<file path="config.mk">
export PLATFORM = sky130hd
export DESIGN_NAME = fft_seq_ctrl_flat
export DESIGN_NICKNAME = d
export VERILOG_FILES = /design/src/rtl/fft_seq_ctrl_if.sv /design/src/rtl/fft_seq_ctrl.sv /design/src/flat_wrapper.sv
export SDC_FILE = /design/constraint.sdc
export NUM_CORES = 1
export LEC_CHECK = 0
export ABC_AREA = 1
export ABC_CLOCK_PERIOD_IN_PS = 2800
export BUFFER_PORTS_ARGS = -buffer_cell sky130_fd_sc_hd__buf_2
export CAP_MARGIN = 20
export CORE_MARGIN = 2
export CORE_UTILIZATION = 54
export CTS_CLUSTER_DIAMETER = 30
export DETAILED_ROUTE_END_ITERATION = 6
export PLACE_DENSITY = 0.77
export SLEW_MARGIN = 20
export SYNTH_ARGS = -nofsm -noshare
export SYNTH_HDL_FRONTEND = slang
export SYNTH_SLANG_ARGS = --single-unit
export TNS_END_PERCENT = 5
</file>
<file path="constraint.sdc">
create_clock -name clk_i -period 2.8 [get_ports clk_i]
set_input_delay 0.28 -clock clk_i [delete_from_list [all_inputs] [get_ports clk_i]]
set_output_delay 0.28 -clock clk_i [all_outputs]
set_load 0.05 [all_outputs]
</file>
<file path="src/rtl/fft_seq_ctrl_if.sv">
// fft_seq_ctrl_if: handshake, RAM and stream signals of the FFT control sequencer
interface fft_seq_ctrl_if #(parameter int LOG2N = 10);
  logic             start_i;
  logic             unload_i;
  logic             abort_i;
  logic             in_valid_i;
  logic             in_ready_o;
  logic             bf_start_o;
  logic             bf_done_i;
  logic             mem_re_o;
  logic             mem_we_o;
  logic [LOG2N-1:0] mem_addr_o;
  logic [1:0]       mem_wsel_o;
  logic [LOG2N-2:0] tw_idx_o;
  logic             out_valid_o;
  logic             out_ready_i;
  logic             busy_o;
  logic             done_o;
  modport master (
    output start_i, unload_i, abort_i, in_valid_i, bf_done_i, out_ready_i,
    input  in_ready_o, bf_start_o, mem_re_o, mem_we_o, mem_addr_o, mem_wsel_o,
           tw_idx_o, out_valid_o, busy_o, done_o
  );
  modport slave (
    input  start_i, unload_i, abort_i, in_valid_i, bf_done_i, out_ready_i,
    output in_ready_o, bf_start_o, mem_re_o, mem_we_o, mem_addr_o, mem_wsel_o,
           tw_idx_o, out_valid_o, busy_o, done_o
  );
endinterface

</file>
<file path="src/rtl/fft_seq_ctrl.sv">
// fft_seq_ctrl: load/compute/unload sequencer for an in-place radix-2 DIT FFT
module fft_seq_ctrl #(
  parameter int LOG2N = 10
) (
  input logic           clk_i,
  input logic           rst_ni,
  fft_seq_ctrl_if.slave io
);
  localparam int SW = $clog2(LOG2N);
  localparam logic [3:0] IDLE    = 4'd0;
  localparam logic [3:0] LOAD    = 4'd1;
  localparam logic [3:0] RD_A    = 4'd2;
  localparam logic [3:0] RD_B    = 4'd3;
  localparam logic [3:0] CALC    = 4'd4;
  localparam logic [3:0] WR_A    = 4'd5;
  localparam logic [3:0] WR_B    = 4'd6;
  localparam logic [3:0] DONE    = 4'd7;
  localparam logic [3:0] UNL_RD  = 4'd8;
  localparam logic [3:0] UNL_OUT = 4'd9;
  logic [3:0]       st;
  logic [LOG2N-1:0] k;
  logic [SW-1:0]    s;
  logic [LOG2N-2:0] b;
  logic             first;
  logic [LOG2N-1:0] kr, half, j, addr_a, addr_b;
  logic [LOG2N-2:0] tw;
  logic [SW-1:0]    ts;
  logic             last_k, last_b, last_s;
  // addr_a is b with a zero bit inserted at position s; addr_b sets that bit
  always_comb begin
    for (int i = 0; i < LOG2N; i++) kr[i] = k[LOG2N-1-i];
    half   = LOG2N'(1) << s;
    j      = {1'b0, b} & (half - LOG2N'(1));
    addr_a = (({1'b0, b} >> s) << s << 1) | j;
    addr_b = addr_a | half;
    ts     = SW'(LOG2N - 1) - s;
    tw     = j[LOG2N-2:0] << ts;
    last_k = k == '1;
    last_b = b == '1;
    last_s = s == SW'(LOG2N - 1);
  end
  always_ff @(posedge clk_i or negedge rst_ni) begin
    if (!rst_ni) begin
      st    <= IDLE;
      k     <= '0;
      s     <= '0;
      b     <= '0;
      first <= 1'b0;
    end else if (io.abort_i && st != IDLE) begin
      st    <= IDLE;
      k     <= '0;
      s     <= '0;
      b     <= '0;
      first <= 1'b0;
    end else begin
      first <= st == RD_B;
      case (st)
        IDLE: begin
          if (io.start_i || io.unload_i) begin
            st <= io.start_i ? LOAD : UNL_RD;
            k  <= '0;
            s  <= '0;
            b  <= '0;
          end
        end
        LOAD: begin
          if (io.in_valid_i) begin
            k <= k + LOG2N'(1);
            if (last_k) st <= RD_A;
          end
        end
        RD_A:   st <= RD_B;
        RD_B:   st <= CALC;
        CALC:   if (io.bf_done_i) st <= WR_A;
        WR_A:   st <= WR_B;
        WR_B: begin
          if (!last_b) begin
            b  <= b + (LOG2N-1)'(1);
            st <= RD_A;
          end else if (!last_s) begin
            b  <= '0;
            s  <= s + SW'(1);
            st <= RD_A;
          end else begin
            st <= DONE;
          end
        end
        DONE:   st <= IDLE;
        UNL_RD: st <= UNL_OUT;
        UNL_OUT: begin
          if (io.out_ready_i) begin
            st <= last_k ? IDLE : UNL_RD;
            if (!last_k) k <= k + LOG2N'(1);
          end
        end
        default: st <= IDLE;
      endcase
    end
  end
  assign io.in_ready_o  = st == LOAD;
  assign io.bf_start_o  = st == CALC && first;
  assign io.mem_re_o    = st inside {RD_A, RD_B, UNL_RD};
  assign io.mem_we_o    = (st == LOAD && io.in_valid_i) || st == WR_A || st == WR_B;
  assign io.mem_addr_o  = st == LOAD ? kr :
                          st inside {RD_A, WR_A} ? addr_a :
                          st inside {RD_B, WR_B} ? addr_b :
                          st == UNL_RD ? k : '0;
  assign io.mem_wsel_o  = st == WR_A ? 2'd1 : st == WR_B ? 2'd2 : 2'd0;
  assign io.tw_idx_o    = st inside {RD_A, RD_B, CALC, WR_A, WR_B} ? tw : '0;
  assign io.out_valid_o = st == UNL_OUT;
  assign io.busy_o      = st != IDLE;
  assign io.done_o      = st == DONE;
endmodule

</file>
<file path="src/flat_wrapper.sv">
// flat-port wrapper written by rule: the top's interface ports become plain ports
module fft_seq_ctrl_flat 
#(
  parameter int LOG2N = 10
)
  (clk_i, rst_ni, io_start_i, io_unload_i, io_abort_i, io_in_valid_i, io_bf_done_i, io_out_ready_i, io_in_ready_o, io_bf_start_o, io_mem_re_o, io_mem_we_o, io_mem_addr_o, io_mem_wsel_o, io_tw_idx_o, io_out_valid_o, io_busy_o, io_done_o);
  fft_seq_ctrl_if #(.LOG2N(LOG2N)) io_i ();
  input logic clk_i;
  input logic rst_ni;
  input wire logic [$bits(io_i.start_i)-1:0] io_start_i;
  input wire logic [$bits(io_i.unload_i)-1:0] io_unload_i;
  input wire logic [$bits(io_i.abort_i)-1:0] io_abort_i;
  input wire logic [$bits(io_i.in_valid_i)-1:0] io_in_valid_i;
  input wire logic [$bits(io_i.bf_done_i)-1:0] io_bf_done_i;
  input wire logic [$bits(io_i.out_ready_i)-1:0] io_out_ready_i;
  output wire logic [$bits(io_i.in_ready_o)-1:0] io_in_ready_o;
  output wire logic [$bits(io_i.bf_start_o)-1:0] io_bf_start_o;
  output wire logic [$bits(io_i.mem_re_o)-1:0] io_mem_re_o;
  output wire logic [$bits(io_i.mem_we_o)-1:0] io_mem_we_o;
  output wire logic [$bits(io_i.mem_addr_o)-1:0] io_mem_addr_o;
  output wire logic [$bits(io_i.mem_wsel_o)-1:0] io_mem_wsel_o;
  output wire logic [$bits(io_i.tw_idx_o)-1:0] io_tw_idx_o;
  output wire logic [$bits(io_i.out_valid_o)-1:0] io_out_valid_o;
  output wire logic [$bits(io_i.busy_o)-1:0] io_busy_o;
  output wire logic [$bits(io_i.done_o)-1:0] io_done_o;
  assign io_i.start_i = io_start_i;
  assign io_i.unload_i = io_unload_i;
  assign io_i.abort_i = io_abort_i;
  assign io_i.in_valid_i = io_in_valid_i;
  assign io_i.bf_done_i = io_bf_done_i;
  assign io_i.out_ready_i = io_out_ready_i;
  assign io_in_ready_o = io_i.in_ready_o;
  assign io_bf_start_o = io_i.bf_start_o;
  assign io_mem_re_o = io_i.mem_re_o;
  assign io_mem_we_o = io_i.mem_we_o;
  assign io_mem_addr_o = io_i.mem_addr_o;
  assign io_mem_wsel_o = io_i.mem_wsel_o;
  assign io_tw_idx_o = io_i.tw_idx_o;
  assign io_out_valid_o = io_i.out_valid_o;
  assign io_busy_o = io_i.busy_o;
  assign io_done_o = io_i.done_o;
  fft_seq_ctrl #(.LOG2N(LOG2N)) u_core (.clk_i(clk_i), .rst_ni(rst_ni), .io(io_i));
endmodule
</file>
==> summary.md <==
| Metric | Value |
|---|---|
| Status | complete, but fails checks |
| Failing checks | DRC |
| Remaining antenna violation count | 0 |
| Number of I/O pins | 36 |
| First-pass GRT wire length | 17,000 um |
| Vias in the first global route | 3,541 |
| Asr flop ratio synth | 100% |
| H-tree levels | 1 |
| Post-route setup slack | 0.0503 ns |
| Vias per cell | 6.06 |
| Post-route DRC violation count | 1 |
| Pin count of the biggest net entering global routing | 31 |
| Total gr overflow | 0 |
| Starting density of the core | 55.0% |
| MaxCap Viol Count | 0 |
| Hold-fix buffers at CTS | 0 |
| Critical Path RT | 2.52 ns |
| Placer Congestion | approximately 1.0 |
| Most frequent cells in the layout | nand2_1, nand3_1, inv_1 |
| Layout Utilization | 66.7% |
| Synth Instances | 552 |
| Most common cell after layout, fill and taps aside | nand2_1 |
| Post-synth EDFFs | 0 |
| Pre-CTS setup slack | around 0.2 ns |
| Die height | ~80 um |
| Hold crit path type | input pin to async pin |
| Crit path launch type | flip-flop |
| Critical path class | flip-flop to output port |
| Diodes inserted | 0 |
| Initial DRC count | between 400 and 500 |
| Routed WL per cell | 16.2 um |
| Setup violations, final | 0 |
| CTS tree | built |
| Syn nets | around 570 |
| Lkg Pwr | around 0.0019 uW |
| DRT Pass-1 Iters | 7 |
| Clk Tree Root Cell | clkbuf_8 |
| Crit end category | output port |
| CTS sink cnt | 28 |
| Drt total wl | 10,800 um |
| Slew Limit Fails | 0 |
| Worst reg2reg setup slack | 0.25 ns |
| Unrepaired setup endpoints after global routing | yes |
| Overall global routing resource usage | around a third |
| Post-Syn Area | 0.00322 mm^2 |
| Slew @ Worst Pin | 0.640 ns |
| Via count | 4,049 |
| Die area | 0.00659 mm^2 |
| Total CTS buffers | 3 |
| Register area | 702 um^2 |
| Maximum fanout along the worst path | 14 |
| Synth Flop Type | dfrtp_1 |
| Seq cells post-synth | 28 |
| Final instance area | 0.00390 mm^2 |
| Worst VDD drop | 0.635 mV |
| Multi-input gate area | 0.00245 mm^2 |
| Area delta synth->final | 21.4% |
| Layout cells sized above 1 | 20.7% |
| CTS clk-pin slew, worst paths | 0.10 ns |
| Fmax | around 360 MHz |
| Slew HR | about 57% |
| Hpwl dp | approximately 8200 um |
| Nets | 615 |
| Hold Vio Cnt, Final | 0 |
| Die X | between 80 and 90 um |
| Placed inst area | 0.00360 mm^2 |
| Synth warn | 0 |
| Clk buf depth | 2 |
| Port Buf Inserts | 35 |
| Fillcell total | 540 |
| Syn Area/Cell | approximately 5.8 um^2 |
| Seq/Total Area, Yosys | 21.8% |
| Fin crit share | a little over nine tenths |
| Worst Path Arrival | 2.47 ns |
| Clk_skew | 0.00707 ns |
| Antenna violations before repair | 0 |
| Cell Rows | 28 |
| Power per standard cell area | 442 mW/mm^2 |
| Core Box Area | around 0.0059 mm^2 |
| Min Clock Period, post-route | around 2.7 ns |
| Synth cell types | 45 |
| Worst skew pair latency | about 0.28 ns |
[through the flow]
stage / setup TNS, ns / hold WS (ns) / instances / power [uW]
after detailed placement: 0 / 0.338 / 660 / 1450
final: 0 / 0.00533 / 668 / 1720
after global routing: -0.304 / 0.0648 / 668 / 1850
after global placement: 0 / 0.330 / 660 / 1440
after floorplan: -0.00649 / -0.0156 / 552 / 1230
after CTS: 0 / 0.0322 / 663 / 1680
[metal layers]
| layer | vias to the layer above | global-route usage, % | part of all wire, % |
|---|---|---|---|
| met2 | 257 | 50.7 | 45 |
| met1 | 1830 | 46.8 | 41 |
| met3 | 45 | 4.56 | 9.7 |
| met4 | 0 | 14.2 | 4.4 |
| li1 | 1917 | - | - |
| met5 | - | 0 | 0 |
[cells in the mapped netlist, types with 3 or more instances]
cell      instances  area (um^2)
nor3_1           14         70.1
nor2_1           53          199
nand4_1          16          100
o21ai_0          26          130
o21ai_1          12         60.1
ha_1             12          150
a21oi_1          21          105
clkbuf_1          7         26.3
nor2_2            4         25.0
dfrtp_1          28          701
nand2_1         168          631
nand3b_1          4         30.0
inv_2             5         18.8
buf_2             7         35.0
inv_1            54          203
xor2_1            8         70.1
o22ai_1           6         37.5
nand3_1          73          365
buf_1             3         11.3
[what timing repair did]
action	in CTS	in global routing
cloned	0	0
buffers inserted	0	5
pin swaps	0	16
setup endpoints to repair	5	17
resized for setup	7	60
[cells by family (layout without fill, tap and decap cells)]
| family | count (synthesis) | after routing | share of synthesized area [%] |
|---|---|---|---|
| adders and majority gates | 12 | 12 | 4.67 |
| DFF | 28 | 28 | 21.8 |
| buffers and inverters | 80 | 121 | 9.84 |
| muxes | 2 | 2 | 0.661 |
| xor gates and xnor gates | 9 | 9 | 2.45 |
| AOI/OAI and AO/OA | 82 | 82 | 14.8 |
| and+or+nand+nor | 339 | 339 | 45.8 |
[flip-flops by register name, summed over array words and instances (netlist names)]
register / count
u_core.b: 9
u_core.s: 4
u_core.first: 1
u_core.st: 4
u_core.k: 10
[final cells by class]
type / instances / area share [%]
repair buffers: 57 / 9.84
flip-flops and latches: 28 / 18.0
multi-input cells: 444 / 62.7
inverters: 61 / 6.03
well taps: 75 / 2.40
clock buffers: 3 / 1.06
[power breakdown]
group	internal (uW)	leakage [uW]	switching, uW
clock	96.9	0.0000216	125
combinational	249	0.00149	781
sequential	433	0.000386	39.4
[worst paths after layout]
path | from | end | cells after the start
setup / recovery | u_core.s[0]$_DFFE_PN0P_ | io_mem_addr_o[9] | 13
hold / removal | rst_ni | u_core.k[3]$_DFFE_PN0P_ | 1
setup reg to reg | u_core.b[3]$_DFFE_PN0P_ | u_core.s[1]$_DFFE_PN0P_ | 12
hold reg to reg | u_core.k[7]$_DFFE_PN0P_ | u_core.k[7]$_DFFE_PN0P_ | 2
max in group asynchronous | rst_ni | u_core.s[0]$_DFFE_PN0P_ | 1
min in group clk_i | io_abort_i | u_core.first$_DFF_PN0_ | 2
[worst max-delay path, cell delays in order, from the launching register on]
cell	delay, ns
dfrtp_2	0.47
inv_4	0.10
buf_4	0.19
nand2_1	0.13
a21oi_1	0.20
nand2_1	0.09
nand3_1	0.09
nand2_1	0.08
nand2_1	0.08
nand3_1	0.09
nand2_1	0.11
nand2_1	0.08
a21oi_1	0.20
clkbuf_4	0.27
No activity file was read; power rests on OpenSTA's default activity.
